File: src/rtl/matriz_pkg.sv
// rtl/matriz_pkg.sv - opcodes, FSM states and signed range helper for the matrix ALU
package matriz_pkg;
    localparam logic [3:0] OP_SOMA    = 4'b0011;
    localparam logic [3:0] OP_SUB     = 4'b0100;
    localparam logic [3:0] OP_MULT    = 4'b0101;
    localparam logic [3:0] OP_TRANSP  = 4'b0110;
    localparam logic [3:0] OP_OPOSTA  = 4'b0111;
    localparam logic [3:0] OP_ESCALAR = 4'b1000;

    // Wide enough for the largest product accumulator (2*16 + 3 bits)
    localparam int FW = 40;

    typedef enum logic [1:0] {IDLE, RUN, DONE} state_t;

    function automatic logic fits_w(input logic signed [FW-1:0] value, input int w);
        logic signed [FW-1:0] lim;
        lim = FW'(1) <<< (w - 1);
        return (value >= -lim) && (value < lim);
    endfunction
endpackage

File: src/rtl/matriz_mac.sv
// rtl/matriz_mac.sv - signed multiply-accumulate shared by matrix product and scalar multiply
module matriz_mac #(
    parameter int W  = 8,
    parameter int AW = 2*W + 3
) (
    input  logic                 clk,
    input  logic                 rst,
    input  logic                 clr,
    input  logic                 en,
    input  logic signed [W-1:0]  a,
    input  logic signed [W-1:0]  b,
    output logic signed [AW-1:0] sum
);
    logic signed [AW-1:0]  acc_q;
    logic signed [2*W-1:0] prod;

    // sum already includes this cycle's product so the last MAC step can be written directly
    assign prod = (2*W)'(a) * (2*W)'(b);
    assign sum  = acc_q + AW'(prod);

    always_ff @(posedge clk or posedge rst) begin
        if (rst)
            acc_q <= '0;
        else if (clr)
            acc_q <= '0;
        else if (en)
            acc_q <= sum;
    end
endmodule

File: src/rtl/matriz_alu_seq.sv
// rtl/matriz_alu_seq.sv - sequential N x N matrix ALU, one result element (or one MAC) per cycle
module matriz_alu_seq
    import matriz_pkg::*;
#(
    parameter int N = 5,
    parameter int W = 8
) (
    input  logic               clk,
    input  logic               rst,
    input  logic               start,
    input  logic [3:0]         opcode,
    input  logic [W-1:0]       data_escalar,
    input  logic [N*N*W-1:0]   matrizA,
    input  logic [N*N*W-1:0]   matrizB,
    output logic [N*N*W-1:0]   matriz_resultante,
    output logic               done,
    output logic               busy,
    output logic               overflow,
    output logic               err
);
    localparam int IW = $clog2(N);
    localparam int KW = $clog2(N*N);
    localparam int AW = 2*W + $clog2(N);
    localparam logic [IW-1:0] I_LAST = IW'(N-1);
    localparam logic [KW-1:0] K_LAST = KW'(N*N-1);

    state_t               state_q, state_d;
    logic [3:0]           op_q;
    logic signed [W-1:0]  esc_q;
    logic [N*N*W-1:0]     a_q, b_q;
    logic [IW-1:0]        r_q, c_q, m_q;
    logic [KW-1:0]        k_q;
    logic                 legal, write_el, mac_clr, mac_en;
    logic signed [W-1:0]  ea, eb, et, mac_a, mac_b;
    logic signed [AW-1:0] mac_sum;
    logic signed [FW-1:0] exact;

    function automatic int lin(input logic [IW-1:0] row, input logic [IW-1:0] col);
        return (int'(row) * N + int'(col)) * W;
    endfunction

    assign legal    = op_q inside {OP_SOMA, OP_SUB, OP_MULT, OP_TRANSP, OP_OPOSTA, OP_ESCALAR};
    assign busy     = (state_q == RUN);
    assign done     = (state_q == DONE);
    assign write_el = (state_q == RUN) && legal && ((op_q != OP_MULT) || (m_q == I_LAST));
    // Scalar multiply keeps the accumulator cleared so sum is just the product
    assign mac_en   = (state_q == RUN) && (op_q == OP_MULT);
    assign mac_clr  = !mac_en || (m_q == I_LAST);

    matriz_mac #(.W(W), .AW(AW)) u_mac (
        .clk (clk),
        .rst (rst),
        .clr (mac_clr),
        .en  (mac_en),
        .a   (mac_a),
        .b   (mac_b),
        .sum (mac_sum)
    );

    always_comb begin
        ea = a_q[lin(r_q, c_q) +: W];
        eb = b_q[lin(r_q, c_q) +: W];
        et = a_q[lin(c_q, r_q) +: W];
        if (op_q == OP_MULT) begin
            mac_a = a_q[lin(r_q, m_q) +: W];
            mac_b = b_q[lin(m_q, c_q) +: W];
        end else begin
            mac_a = ea;
            mac_b = esc_q;
        end
        case (op_q)
            OP_SOMA:             exact = FW'(ea) + FW'(eb);
            OP_SUB:              exact = FW'(ea) - FW'(eb);
            OP_TRANSP:           exact = FW'(et);
            OP_OPOSTA:           exact = -FW'(ea);
            OP_MULT, OP_ESCALAR: exact = FW'(mac_sum);
            default:             exact = '0;
        endcase
    end

    always_ff @(posedge clk or posedge rst) begin
        if (rst)
            state_q <= IDLE;
        else
            state_q <= state_d;
    end

    always_comb begin
        state_d = state_q;
        case (state_q)
            IDLE:    if (start) state_d = RUN;
            RUN:     if (!legal || (write_el && (k_q == K_LAST))) state_d = DONE;
            DONE:    if (!start) state_d = IDLE;
            default: state_d = IDLE;
        endcase
    end

    always_ff @(posedge clk or posedge rst) begin
        if (rst) begin
            op_q              <= '0;
            esc_q             <= '0;
            a_q               <= '0;
            b_q               <= '0;
            r_q               <= '0;
            c_q               <= '0;
            m_q               <= '0;
            k_q               <= '0;
            matriz_resultante <= '0;
            overflow          <= 1'b0;
            err               <= 1'b0;
        end else if ((state_q == IDLE) && start) begin
            op_q              <= opcode;
            esc_q             <= data_escalar;
            a_q               <= matrizA;
            b_q               <= matrizB;
            r_q               <= '0;
            c_q               <= '0;
            m_q               <= '0;
            k_q               <= '0;
            matriz_resultante <= '0;
            overflow          <= 1'b0;
            err               <= 1'b0;
        end else if (state_q == RUN) begin
            if (!legal)
                err <= 1'b1;
            if (mac_en)
                m_q <= (m_q == I_LAST) ? '0 : m_q + 1'b1;
            if (write_el) begin
                matriz_resultante[lin(r_q, c_q) +: W] <= exact[W-1:0];
                if (!fits_w(exact, W))
                    overflow <= 1'b1;
                k_q <= k_q + 1'b1;
                if (c_q == I_LAST) begin
                    c_q <= '0;
                    r_q <= r_q + 1'b1;
                end else begin
                    c_q <= c_q + 1'b1;
                end
            end
        end
    end
endmodule

File: config.mk
export PLATFORM = sky130hd
export DESIGN_NAME = matriz_alu_seq
export DESIGN_NICKNAME = d
export VERILOG_FILES = /design/src/rtl/matriz_pkg.sv /design/src/rtl/matriz_mac.sv /design/src/rtl/matriz_alu_seq.sv
export SDC_FILE = /design/constraint.sdc
export NUM_CORES = 2
export LEC_CHECK = 0
export CORE_MARGIN = 1.5
export CORE_UTILIZATION = 33
export CTS_BUF_LIST = sky130_fd_sc_hd__clkbuf_2 sky130_fd_sc_hd__clkbuf_4 sky130_fd_sc_hd__clkbuf_8
export CTS_CLUSTER_SIZE = 28
export DETAILED_ROUTE_END_ITERATION = 8
export GPL_ROUTABILITY_DRIVEN = 0
export PLACE_DENSITY_LB_ADDON = 0.08
export SLEW_MARGIN = 20
export SYNTH_ARGS = -nofsm -noshare
export SYNTH_HDL_FRONTEND = slang
export SYNTH_SLANG_ARGS = --single-unit
File: constraint.sdc
create_clock -name clk -period 19.87 [get_ports clk]
set_input_delay 2.9805 -clock clk [delete_from_list [all_inputs] [get_ports clk]]
set_output_delay 2.9805 -clock clk [all_outputs]
set_load 0.01 [all_outputs]
Word level (Yosys, flattened, before mapping) --
Cells that the tools add are included.
Operators by class: mux-type cells 35, equality and inequality tests 17, shift operators 7, multipliers 4, order comparisons 2, reductions and logical operators 25, $add $sub $neg 13
Operator list (count):
- variable part select 200 x 11 -> 8 bit | 4
- two-way mux 200 bit | 3
- bitwise mux 200 bit | 1
- one-hot mux 40 bit (5 select lines) | 1
- variable shift 8 x 33 -> 200 bit (first input constant) | 1
- variable part select 200 x 32 -> 8 bit | 1
- variable part select 8 x 33 -> 200 bit | 1
- >= comparator 40 x 8 -> 1 bit (second input constant) | 1
- less-than comparator 40 x 9 -> 1 bit (second input constant) | 1
- negator 8 -> 40 bit | 1
- two-way mux 19 bit | 2
- two-way mux 3 bit | 12
- negator 10 -> 33 bit | 1
- adder 29 x 4 -> 29 bit | 1
- adder 6 x 3 -> 7 bit | 3
- adder 19 x 16 -> 19 bit | 1
- multiplier 3 x 3 -> 6 bit (second input constant) | 3
- == test 4 x 3 -> 1 bit (second input constant) | 4
- multiplier 8 x 8 -> 16 bit | 1
- two-way mux 8 bit | 2
- two-way mux 5 bit | 3
- nonzero test 2 bit | 5
- adder 3 x 1 -> 3 bit (second input constant) | 3
- adder 8 x 8 -> 9 bit | 1
- 22 further kinds | 46
Word-level totals: logic and storage cells 116, bits in registers 649

Longest topological paths before layout --
depth after elaboration 13, depth in mapped cells 33, mapped depth without buffers 32

By module --
From an unflattened synthesis, not the netlist that was laid out.
Unflattened totals: cells, all modules 4019, area total of the unflattened synthesis 38755.9 um^2
By module, submodules not included:
- matriz_alu_seq | area an instance 34543.1 um^2, times used 1, cells an instance 3601, sequential area each 15765.1 um^2
- matriz_mac | area an instance 4212.8 um^2, times used 1, cells an instance 418, sequential area each 475.5 um^2

Worst setup path after synthesis --
No wires, ideal clock.
path type register to register, from register r_q[0], to register overflow, stages on the path, launching flop included 33, slack 10.872 ns, arrival 8.869 ns, required time 19.740 ns, period minus slack after synthesis 8.998 ns, cells stage by stage dfrtp_1 > ha_1 > inv_1 > fa_1 > clkbuf_1 > clkbuf_1 > buf_1 > mux4_2 > nand2_1 > a21oi_1 > a211oi_1 > and3b_1 > inv_1 > o22ai_1 > and2_1 > inv_1 > fa_1 > fa_1 > inv_1 > fa_1 > fa_1 > fa_1 > ha_1 > and3_1 > a22o_1 > o41ai_1 > xor2_1 > nand3_1 > nand2_1 > nand4_1 > or4_1 > o32ai_1 > a31oi_1
On the way: word-level cells in the longest chain between the ends 11
RTL lines:
- start, declared | RTL line matriz_alu_seq.sv:31 | logic [IW-1:0] r_q, c_q, m_q;
- start signal, assigned | RTL line matriz_alu_seq.sv:135 | r_q <= r_q + 1'b1;
- multiplier 3 x 3 -> 6 bit | RTL line matriz_alu_seq.sv:39 | return (int'(row) * N + int'(col)) * W;
- adder 29 x 4 -> 29 bit or adder 6 x 3 -> 7 bit (tied branches) | RTL line matriz_alu_seq.sv:39
- variable part select 200 x 32 -> 8 bit or variable part select 200 x 11 -> 8 bit (tied branches) | RTL line matriz_alu_seq.sv:65, matriz_alu_seq.sv:61
- two-way mux 8 bit | RTL line matriz_alu_seq.sv:64 | if (op_q == OP_MULT) begin
- multiplier 8 x 8 -> 16 bit | RTL line matriz_mac.sv:18 | assign prod = (2*W)'(a) * (2*W)'(b);
- adder 19 x 16 -> 19 bit | RTL line matriz_mac.sv:19 | assign sum = acc_q + AW'(prod);
- one-hot mux 40 bit (5 select lines) * | RTL line matriz_alu_seq.sv:71 | case (op_q)
- >= comparator 40 x 8 -> 1 bit or less-than comparator 40 x 9 -> 1 bit (tied branches) | RTL line matriz_pkg.sv:18 | return (value >= -lim) && (value < lim);
- logical AND 1 bit * | RTL line matriz_pkg.sv:18
- inequality test 2 bit (no source line) *
- AND reduction 3 bit (no source line) *
- end signal, assigned | RTL line matriz_alu_seq.sv:109 | overflow <= 1'b0;
- end signal, assigned | RTL line matriz_alu_seq.sv:121 | overflow <= 1'b0;
- end signal, assigned | RTL line matriz_alu_seq.sv:131 | overflow <= 1'b1;
- end, declared | RTL line matriz_alu_seq.sv:18 | output logic overflow,
Mark *: on every way between the ends. The rest lies on a longest branch, timed or not. A chain may end at the register's enable or synchronous reset.

Worst setup path in the final report --
from register r_q[0], to register matriz_resultante[151]
On the way: word-level cells in the longest chain between the ends 12
RTL lines:
- multiplier 3 x 3 -> 6 bit | RTL line matriz_alu_seq.sv:39
- adder 29 x 4 -> 29 bit or adder 6 x 3 -> 7 bit (tied branches) | RTL line matriz_alu_seq.sv:39
- variable part select 200 x 32 -> 8 bit or variable part select 200 x 11 -> 8 bit (tied branches) | RTL line matriz_alu_seq.sv:65, matriz_alu_seq.sv:61
- two-way mux 8 bit | RTL line matriz_alu_seq.sv:64
- multiplier 8 x 8 -> 16 bit | RTL line matriz_mac.sv:18
- adder 19 x 16 -> 19 bit | RTL line matriz_mac.sv:19
- one-hot mux 40 bit (5 select lines) | RTL line matriz_alu_seq.sv:71
- variable part select 8 x 33 -> 200 bit | RTL line matriz_alu_seq.sv:129 | matriz_resultante[lin(r_q, c_q) +: W] <= exact[W-1:0];
- bitwise mux 200 bit * | RTL line matriz_alu_seq.sv:129
- two-way mux 200 bit * | RTL line matriz_alu_seq.sv:128 | if (write_el) begin
- two-way mux 200 bit * | RTL line matriz_alu_seq.sv:123 | end else if (state_q == RUN) begin
- two-way mux 200 bit * | RTL line matriz_alu_seq.sv:111 | end else if ((state_q == IDLE) && start) begin
- end signal, assigned by index | RTL line matriz_alu_seq.sv:129
- end, declared | RTL line matriz_alu_seq.sv:15 | output logic [N*N*W-1:0] matriz_resultante,
Mark *: on every way between the ends. The rest lies on a longest branch, timed or not. The select of a mux whose other input is x is not followed.

==> flow_summary.ini <==
[worst_setup_path]
worstReg2RegEnd = matriz_resultante[151]$_DFFE_PP0P_
cp_max_fo = 54
startpoint_type = register
cpMaxStageDelayCell = fa_4
cp-end-kind = register
path_class = reg -> reg
ff2ff_setup_slack_ns = 8.62
cp_data_arrival_time_ns = 11.88
critPathMaxStageDelay_ns = 1.09
critPathRequiredTime_ns = 20.50
r2r_cells = 26
reg2reg_from = r_q[0]$_DFFE_PP0P_
critPathMostFrequentCell = fa_1

[route]
met2WireLength_um = 70900
dr.pass1.iters = 6
num_vias = 31300
drc_errors = 0
wl_met1_um = 62400
top_layer_used = met5
wl_met3_um = 7470
wl_per_cell_um = 23.7
via_per_inst = 5.14
drtIter0Drc = 2535
routed_wirelength_um = 145000
drtAntennaViolNets = 0

[power_and_ir_drop]
p_per_area_nw_per_um2 = 205
p_leak_nw = 22.2
ir_drop_mv = 0.425

[global_routing]
grt.overflow.total = 0
track_usage_pct = 24.8
grt_pass1_wl_um = 216000
grt_pass1_vias = 32200
grt_max_degree = 203
grt_antenna_before_repair = 8

[cells_and_area]
drive_gt1_share_pct = 12.1
area_delta_synth_final_pct = 28.1
nets = 5099

[clocking]
tritoncts = built
postCtsHoldBufs = 0
cts.clk_slew.worst_paths_ns = 0.06
clockBufferDepth = 3
htree_levels = 3
clkSinkCount = 649
clk_latency_ns = 0.83
cts_resized = 0
cts_buffers = 120
cts_setup_buffers = 0
root_buffer = clkbuf_8

[synth]
syn_area_um2 = 37700
synth_largest_area_cell = dfrtp_1
seq_area_frac_synth_pct = 43.0
yosys_warnings = 0
ys_ff_latch = 649
ys.flop_type = dfrtp_1
synth_nets = 4542
avgSynthCellArea_um2 = 9.59
synth_most_common_cell = nand2_1
synthDistinctLibCells = 78
async_flop_share_pct = 100
synth_commonest_cells = 1,488 x nand2_1, 649 x dfrtp_1, 219 x mux4_2, 190 x clkbuf_1, 168 x o21ai_0
yosys-top-cells-area = dfrtp_1 43%, nand2_1 15%, mux4_2 13%
synth_top_area_share_pct = 43.0
synth_edf_count = 0
synthCells = 3934

[sta]
maxSlewViolCount = 0
slew_headroom_pct = 26.6
clock_skew_ns = 0.0490
tns_ns = 0
finalHoldViolCount = 0
fin_crit_ns = 11.25
worst_pin_slew_ns = 1.10
grt_setup_unrepaired = false
setup_ws_ns = 8.62
setup_viol = 0
period_share_pct = 56.6
fmax_mhz = 88.9

[placement]
place_ws_ns = 8.55
port_buffers = 618
hpwl_um = 107000

[die]
io-pin-count = 619
die_h_um = 341
rows = 123
initial_core_util_pct = 33.4
fp.dieW_um = 341
dieArea_um2 = 116000
core_um2 = 113000

[hold_path]
hold_path_class = reg -> reg
hold_path_depth = 2
min_to = esc_q[1]$_DFFE_PP0P_
min_from = esc_q[1]$_DFFE_PP0P_

[flow_run]
max_cap_violations = 0

[outcome]
status = complete, no violations
==> where the power goes <==
part / switching [mW] / internal, mW / total (mW)
clock: 0.627 / 0.835 / 1.46
sequential: 0.358 / 1.75 / 2.10
combinational: 3.78 / 2.56 / 6.34
total: 4.77 / 5.14 / 9.90
==> cell families (layout without fill, tap and decap cells) <==
group	after synthesis	count (layout)	share of synthesized area [%]
buffers and inverters	382	1041	3.88
and+or+nand+nor	1936	1936	21.3
xor gates and xnor gates	47	47	1.15
AOI/OAI and AO/OA	393	393	6.25
other	0	5	0
adders and majority gates	193	193	8.21
muxes	334	334	16.1
DFF	649	649	43.0
==> worst max-delay path by stage <==
stage / startpoint / to / slack [ns] / cells past startpoint
4_1_cts: r_q[0]$_DFFE_PP0P_ / matriz_resultante[151]$_DFFE_PP0P_ / 8.54 / 26
3_5_place_dp: r_q[0]$_DFFE_PP0P_ / matriz_resultante[151]$_DFFE_PP0P_ / 8.55 / 26
5_1_grt: r_q[0]$_DFFE_PP0P_ / matriz_resultante[151]$_DFFE_PP0P_ / 7.99 / 26
6_report: r_q[0]$_DFFE_PP0P_ / matriz_resultante[151]$_DFFE_PP0P_ / 8.62 / 26
3_3_place_gp: r_q[0]$_DFFE_PP0P_ / matriz_resultante[151]$_DFFE_PP0P_ / 8.82 / 26
2_1_floorplan: rst / a_q[0]$_DFFE_PP0P_ / 8.02 / 1
==> critical path: cells and delay by family (launching register included) <==
family,cells,cell delay (ns)
adder cells (fa/ha/maj),8,4.14
AND/OR/NAND/NOR,8,3.80
buffers and inverters,5,1.33
AO/OA/AOI/OAI,4,0.92
flip-flops,1,0.54
XOR/XNOR,1,0.23
==> layout make-up <==
type,instances,area [µm²]
antenna,5,12.5
multi-input combinational,2903,20200
clock inverter,23,231
timing repair buffer,676,6700
inverter,141,533
sequential,649,16200
clock buffer,201,2510
fill,11300,64600
tap,1500,1880
==> through the flow <==
stage | power [mW] | cells | utilization, % | hold WS (ns) | cell area [µm²]
global route | 10.8 | 6098 | 42.8 | 0.505 | 48300
CTS | 10.0 | 6093 | 42.8 | 0.484 | 48300
finish | 9.90 | 6098 | 42.8 | 0.478 | 48300
detailed placement | 8.47 | 5869 | 40.3 | 0.469 | 45600
floorplan | 6.51 | 3934 | - | 0.446 | 37700
global placement | 8.44 | 5869 | 40.3 | 0.460 | 45600
==> state kept, by name, indices dropped and copies added, names as in the netlist <==
name               count
a_q                  200
b_q                  200
c_q                    3
err                    1
esc_q                  8
k_q                    5
m_q                    3
matriz_resultante    200
op_q                   4
overflow               1
r_q                    3
state_q                2
u_mac.acc_q           19
==> layout by cell type, fill, tap and decap left out, types with 6 or more instances in the layout <==
cell / instances
nand2_1: 1488
dfrtp_1: 649
clkdlybuf4s50_1: 618
mux4_2: 219
o21ai_0: 168
clkbuf_8: 160
nand3_1: 159
inv_1: 139
mux2i_1: 111
ha_1: 98
nor2_1: 95
fa_1: 89
a21oi_1: 68
buf_4: 52
clkbuf_4: 41
and2_1: 35
and3_1: 24
a31oi_1: 23
nor2b_1: 21
nor3_1: 21
a211oi_1: 20
xnor2_1: 19
a21o_1: 18
or3_1: 17
xor2_1: 16
clkinv_2: 15
nand2b_1: 14
o21ai_1: 12
o22ai_1: 11
nand4_1: 10
o221ai_1: 8
xnor2_2: 7
nor2_2: 7
nor4_1: 6
a221o_1: 6
buf_12: 6
==> metal layers <==
metal / global-route usage (%) / up-vias
li1: - / 14500
met4: 6.47 / 6
met3: 4.23 / 190
met5: 0 / -
met2: 41.6 / 891
met1: 33.0 / 15800
No activity file was read; power rests on OpenSTA's default activity.
